$ cat src/rtl/sim_top_core.sv
// sim_top_core
//   Simulation shell: prints a boot banner on a character UART, echoes
//   characters polled from the UART input, and prints the perf counter as
//   hex when asked to, but only while the cycle counter is inside the log
//   window.
//
// State table
//   S_BANNER | emitting "SimTop\n", one char per cycle
//   S_IDLE   | poll timer running; in_valid pulses once per POLL_INTERVAL
//   S_ECHO   | the cycle the polled char is echoed; timer held at 0
//   S_DUMP   | emitting "P=xxxxxxxx\n" from the perf snapshot
//
// Ports
//   clock                 rising-edge clock
//   reset                 synchronous reset, active-low
//   io_logCtrl_log_begin  first cycle (inclusive) of the log window
//   io_logCtrl_log_end    end cycle (exclusive) of the log window; 0 = open
//   io_logCtrl_log_level  reserved, ignored
//   io_perfInfo_clean     clear perf counter
//   io_perfInfo_dump      request a perf-counter print
//   io_uart_out_valid     one-cycle strobe: io_uart_out_ch holds a char
//   io_uart_out_ch        output character
//   io_uart_in_valid      read strobe; io_uart_in_ch is sampled this cycle
//   io_uart_in_ch         input character; 8'hFF means no data
module sim_top_core #(
  parameter int POLL_INTERVAL = 16
) (
  input  logic        clock,
  input  logic        reset,
  input  logic [63:0] io_logCtrl_log_begin,
  input  logic [63:0] io_logCtrl_log_end,
  input  logic [63:0] io_logCtrl_log_level,
  input  logic        io_perfInfo_clean,
  input  logic        io_perfInfo_dump,
  output logic        io_uart_out_valid,
  output logic [7:0]  io_uart_out_ch,
  output logic        io_uart_in_valid,
  input  logic [7:0]  io_uart_in_ch
);

  localparam int TW = (POLL_INTERVAL > 2) ? $clog2(POLL_INTERVAL) : 1;
  localparam logic [TW-1:0] POLL_LAST = TW'(POLL_INTERVAL - 1);
  localparam logic [3:0] BANNER_LAST = 4'd6;
  localparam logic [3:0] DUMP_LAST = 4'd10;

  typedef enum logic [1:0] {S_BANNER, S_IDLE, S_ECHO, S_DUMP} state_t;

  state_t        state, state_n;
  logic [3:0]    idx, idx_n;
  logic [TW-1:0] timer, timer_n;
  logic [63:0]   cyc;
  logic [31:0]   perf;
  logic [31:0]   snap, snap_n;
  logic          dump_pending, pending_n;
  logic          out_valid_n, in_valid_n;
  logic [7:0]    out_ch_n;

  logic          win;
  logic          take_echo;
  logic          enter_dump;
  logic [3:0]    digit_sel;
  logic [31:0]   digit_shift;
  logic [3:0]    nib;
  logic [7:0]    hex_ch;
  logic [7:0]    banner_ch;
  logic [7:0]    dump_ch;

  logic          unused_log_level;
  assign unused_log_level = ^io_logCtrl_log_level;

  assign win = (cyc >= io_logCtrl_log_begin) &&
               ((io_logCtrl_log_end == 64'd0) || (cyc < io_logCtrl_log_end));

  // in_valid is registered, so it is high exactly while timer sits at POLL_LAST
  assign take_echo  = (state == S_IDLE) && io_uart_in_valid && (io_uart_in_ch != 8'hFF);
  assign enter_dump = (state == S_IDLE) && !take_echo && dump_pending;

  // hex digits are chars 2..9, most significant nibble first
  assign digit_sel   = idx - 4'd2;
  assign digit_shift = snap << {digit_sel, 2'b00};
  assign nib         = digit_shift[31:28];
  assign hex_ch      = (nib < 4'd10) ? (8'h30 + {4'h0, nib}) : (8'h57 + {4'h0, nib});

  always_comb begin
    banner_ch = 8'h0A;
    case (idx)
      4'd0:    banner_ch = "S";
      4'd1:    banner_ch = "i";
      4'd2:    banner_ch = "m";
      4'd3:    banner_ch = "T";
      4'd4:    banner_ch = "o";
      4'd5:    banner_ch = "p";
      default: banner_ch = 8'h0A;
    endcase
  end

  always_comb begin
    dump_ch = hex_ch;
    if (idx == 4'd0) begin
      dump_ch = "P";
    end else if (idx == 4'd1) begin
      dump_ch = "=";
    end else if (idx == DUMP_LAST) begin
      dump_ch = 8'h0A;
    end
  end

  always_comb begin
    state_n     = state;
    idx_n       = idx;
    timer_n     = timer;
    snap_n      = snap;
    out_valid_n = 1'b0;
    out_ch_n    = 8'h00;
    pending_n   = dump_pending;

    case (state)
      S_BANNER: begin
        out_valid_n = 1'b1;
        out_ch_n    = banner_ch;
        if (idx == BANNER_LAST) begin
          state_n = S_IDLE;
          idx_n   = 4'd0;
          timer_n = '0;
        end else begin
          idx_n = idx + 4'd1;
        end
      end
      S_IDLE: begin
        if (take_echo) begin
          state_n     = S_ECHO;
          out_valid_n = 1'b1;
          out_ch_n    = io_uart_in_ch;
          timer_n     = '0;
        end else if (dump_pending) begin
          state_n = S_DUMP;
          idx_n   = 4'd0;
          snap_n  = perf;
          timer_n = '0;
        end else if (timer == POLL_LAST) begin
          timer_n = '0;
        end else begin
          timer_n = timer + TW'(1);
        end
      end
      S_ECHO: begin
        state_n = S_IDLE;
        timer_n = '0;
      end
      S_DUMP: begin
        out_valid_n = 1'b1;
        out_ch_n    = dump_ch;
        if (idx == DUMP_LAST) begin
          state_n = S_IDLE;
          idx_n   = 4'd0;
          timer_n = '0;
        end else begin
          idx_n = idx + 4'd1;
        end
      end
      default: begin
        state_n = S_BANNER;
        idx_n   = 4'd0;
        timer_n = '0;
      end
    endcase

    // Requests arriving while a print is pending or running fold into it
    if (enter_dump) begin
      pending_n = 1'b0;
    end else if (io_perfInfo_dump && win && (state != S_DUMP)) begin
      pending_n = 1'b1;
    end

    in_valid_n = (state_n == S_IDLE) && (timer_n == POLL_LAST);
  end

  always_ff @(posedge clock) begin
    if (!reset) begin
      state             <= S_BANNER;
      idx               <= 4'd0;
      timer             <= '0;
      cyc               <= 64'd0;
      perf              <= 32'd0;
      snap              <= 32'd0;
      dump_pending      <= 1'b0;
      io_uart_out_valid <= 1'b0;
      io_uart_out_ch    <= 8'h00;
      io_uart_in_valid  <= 1'b0;
    end else begin
      state             <= state_n;
      idx               <= idx_n;
      timer             <= timer_n;
      cyc               <= cyc + 64'd1;
      perf              <= io_perfInfo_clean ? 32'd0 : perf + 32'd1;
      snap              <= snap_n;
      dump_pending      <= pending_n;
      io_uart_out_valid <= out_valid_n;
      io_uart_out_ch    <= out_ch_n;
      io_uart_in_valid  <= in_valid_n;
    end
  end

endmodule

$ cat config.mk
export PLATFORM = sky130hd
export DESIGN_NAME = sim_top_core
export DESIGN_NICKNAME = d
export VERILOG_FILES = /design/src/rtl/sim_top_core.sv
export SDC_FILE = /design/constraint.sdc
export NUM_CORES = 1
export LEC_CHECK = 0
export ABC_AREA = 1
export BUFFER_PORTS_ARGS = -buffer_cell sky130_fd_sc_hd__buf_2
export CORE_MARGIN = 2
export CORE_UTILIZATION = 51
export CTS_CLUSTER_DIAMETER = 120
export DETAILED_ROUTE_END_ITERATION = 8
export HOLD_SLACK_MARGIN = 0.1
export PLACE_DENSITY = 0.78
export SLEW_MARGIN = 15
export SYNTH_ARGS = -nofsm -noshare
export SYNTH_HDL_FRONTEND = slang
export SYNTH_SLANG_ARGS = --single-unit
$ cat constraint.sdc
create_clock -name clock -period 1.9 [get_ports clock]
set_input_delay 0 -clock clock [delete_from_list [all_inputs] [get_ports clock]]
set_output_delay 0 -clock clock [all_outputs]
set_load 0.005 [all_outputs]
==> flow_summary.ini <==
[detailed_routing]
drtAntennaViolNets = 0
wl_mm = 35.67
drc = 0
drt-pass1-iter-count = 6
num_vias = 12700
drtIter0Drc = 971
wl_per_cell_um = 15.18
vias_per_cell = 5.405

[place]
placed_area_um2 = 13450
hpwl_mm = 26.09
port_buffers = 149
place.gp.congestion = 0.9866
numPlacedInstances = 2270

[critical_path]
cp_max_fo = 3
critPathRequiredTime_ps = 2260
r2r_start = cyc[58]
crit_type = register to register
r2r_cells = 11
cp-end-kind = register
cp.arrival_ps = 2360
timing.rr.end = dump_pending
startpoint_type = register
reg2reg_slack_ps = -100

[cts]
cts-root-buf = clkbuf_16
clk_pin_slew_worst_paths_ps = 70
clockBufferDepth = 2
htree_levels = 4
cts_tree = yes
cts_buffers = 17
cts.sinks = 149
clock_latency_ps = 440

[synthesis]
async_flop_share_pct = 0
yosysWarnings = 0
syn-cell-area_um2 = 11160
synth-main-ff-cell = dfxtp_1
synth_cell_types = 42
synth_area_leader_cell = dfxtp_1
synth.net_count = 2036
avgSynthCellArea_um2 = 6.586
synth.top_cells.by_area = dfxtp_1 (27%), ha_1 (15%), nand2_1 (10%), inv_1 (9.8%), nor2_1 (7.3%)
yosysMostFrequentCell = nand2_1
netlist_instances = 1694
synth_edf_count = 0
ys_seq_area_share_pct = 26.74
synth_commonest_cells = nand2_1 (304), inv_1 (292), nor2_1 (217)
synth_top_area_share_pct = 26.74
ys_seq_elements = 149

[pwr]
power.total_mw = 9.516
peakVddDrop_v = 0.0007158
p_per_area_nw_per_um2 = 616.3
p_leak_nw = 7.278

[cells_and_area]
regArea_um2 = 3048
n_fill_cell = 1670
final_cells = 2350
multi_input_area_um2 = 7802
finalNetCount = 2399
drive_gt1_share_pct = 30.82
antennaDiodeCount = 0
syn_to_final_growth_pct = 38.39
fin_area_um2 = 15440

[die]
core_area_um2 = 21620
num_io_pins = 214
die-area_um2 = 23080
rows = 54
die_w_um = 151.9
fp.dieH_um = 151.9
start_util_pct = 51.60

[timing]
fmax_mhz = 500.1
hold_viol = 0
whs_ps = 127.8
skew_ps = 13.76
drv_slew = 0
finalCritPeriodShare_pct = 105.2
setup_viol = 3
worst_pin_slew_ps = 566.4
timing.slew.headroom_pct = 62.01
fin_ws_ps = -99.65
fin_crit_ps = 2000
rsz0062_at_grt = yes

[grt]
grt_max_degree = 54
overflow = 0
track_usage_pct = 28.31
grt_pass1_wl_mm = 54.94
grt_pass1_vias = 12060
antenna_found_initial = 0

[worst_hold_path]
worstHoldEndpoint = dump_pending
hold_depth = 8
hold_start = io_logCtrl_log_end[36]
hold_path.class = input pin to register

[outcome]
failed_checks = negative setup slack
status = finished, violations left

[flow_run]
maxCapViolations = 0
==> flip-flops by register name, summed over array words and instances (netlist names) <==
signal             count
cyc                   64
dump_pending           1
idx                    4
io_uart_in_valid       1
io_uart_out_ch         8
io_uart_out_valid      1
perf                  32
snap                  32
state                  2
timer                  4
==> power breakdown <==
| part | internal [mW] | switching [mW] | leakage, nW |
|---|---|---|---|
| registers | 3.27 | 0.119 | 1.22 |
| logic | 1.23 | 1.54 | 5.78 |
| clock network | 1.84 | 1.51 | 0.271 |
| total | 6.34 | 3.18 | 7.28 |
==> how the worst max path moves through the flow <==
stage / start / cells past startpoint / to / slack (ps)
2_1_floorplan: idx[2] / 14 / io_uart_out_ch[2] / 50
4_1_cts: cyc[21] / 13 / dump_pending / -20
3_3_place_gp: cyc[47] / 11 / dump_pending / -350
3_5_place_dp: cyc[59] / 11 / dump_pending / -350
6_report: cyc[58] / 11 / dump_pending / -100
5_1_grt: cyc[21] / 13 / dump_pending / -200
==> layout by cell type, fill, tap and decap left out, types with 7 or more instances in the layout <==
| master | Yosys | routed |
|---|---|---|
| xnor2_1 | 10 | 10 |
| a21oi_2 | 0 | 7 |
| dlygate4sd3_1 | 0 | 12 |
| nor3_4 | 3 | 11 |
| inv_2 | 15 | 27 |
| ha_1 | 138 | 123 |
| nor2_1 | 217 | 180 |
| nor4_1 | 19 | 13 |
| nor2_4 | 5 | 23 |
| nand2_2 | 7 | 25 |
| dfxtp_1 | 149 | 111 |
| nand3_1 | 59 | 45 |
| ha_4 | 0 | 15 |
| inv_1 | 292 | 276 |
| nand4_1 | 50 | 50 |
| nand3_2 | 6 | 15 |
| nor3_1 | 58 | 40 |
| o21ai_1 | 8 | 11 |
| a31oi_1 | 7 | 7 |
| nand2_1 | 304 | 281 |
| dfxtp_4 | 0 | 7 |
| clkbuf_16 | 0 | 17 |
| nor3_2 | 7 | 17 |
| buf_4 | 2 | 189 |
| dfxtp_2 | 0 | 31 |
| a21oi_1 | 153 | 145 |
| nor2_2 | 12 | 31 |
| buf_2 | 3 | 149 |
| xor2_1 | 10 | 9 |
| nand2_4 | 2 | 7 |
| o21a_1 | 9 | 9 |
| buf_6 | 0 | 15 |
| o21ai_0 | 91 | 86 |
==> what timing repair did <==
item,4_1_cts,5_1_grt
pin swaps,32,73
hold buffers,12,0
buffers inserted,10,26
hold endpoints to repair,32,0
resized for setup,75,185
setup endpoints to repair,16,79
==> through the flow <==
step | util (%) | TNS (ps) | setup slack, ps
finish | 71.41 | -143.2 | -99.65
global route | 71.41 | -2237 | -204.4
CTS | 67.03 | -17.70 | -17.70
detailed placement | 62.20 | -617.5 | -347.9
global placement | 62.20 | -473.2 | -354.7
floorplan | - | 0 | 54.67
==> routing by layer <==
layer | share of wire [%] | vias to the layer above | GRT usage (%)
met5 | 0 | - | 0
met4 | 4.0 | 0 | 11.44
met3 | 5.4 | 99 | 3.765
met2 | 51 | 466 | 51.87
met1 | 40 | 5871 | 33.23
li1 | - | 6266 | -
==> critical path, stage by stage (launching register included) <==
cell and delay, ps:
dfxtp_2 350, ha_1 290, nand2_2 60, inv_2 50, nand3_2 50, nor3_2 230
nand2_2 150, nor2_4 180, nand4_1 240, nand3_1 140, nand3_1 80, a21oi_1 120
==> final cells by class <==
class                   instances  area share, %
clock buffers                  18          2.780
clock inverters                14         0.9400
inverters                     309          7.585
multi-input cells            1213          50.53
flip-flops and latches        149          19.74
well taps                     280          2.269
repair buffers                367          16.15
==> cell families (layout without fill, tap and decap cells) <==
| logic type | after synthesis | count (layout) | share of synthesized area, % |
|---|---|---|---|
| xor+xnor | 20 | 20 | 1.570 |
| flops | 149 | 149 | 26.74 |
| compound gates | 284 | 284 | 13.42 |
| fa+ha+maj | 138 | 138 | 15.48 |
| simple gates | 771 | 771 | 31.52 |
| buf+inv | 332 | 708 | 11.27 |
Note: power is estimated with default switching activity, not from simulation.
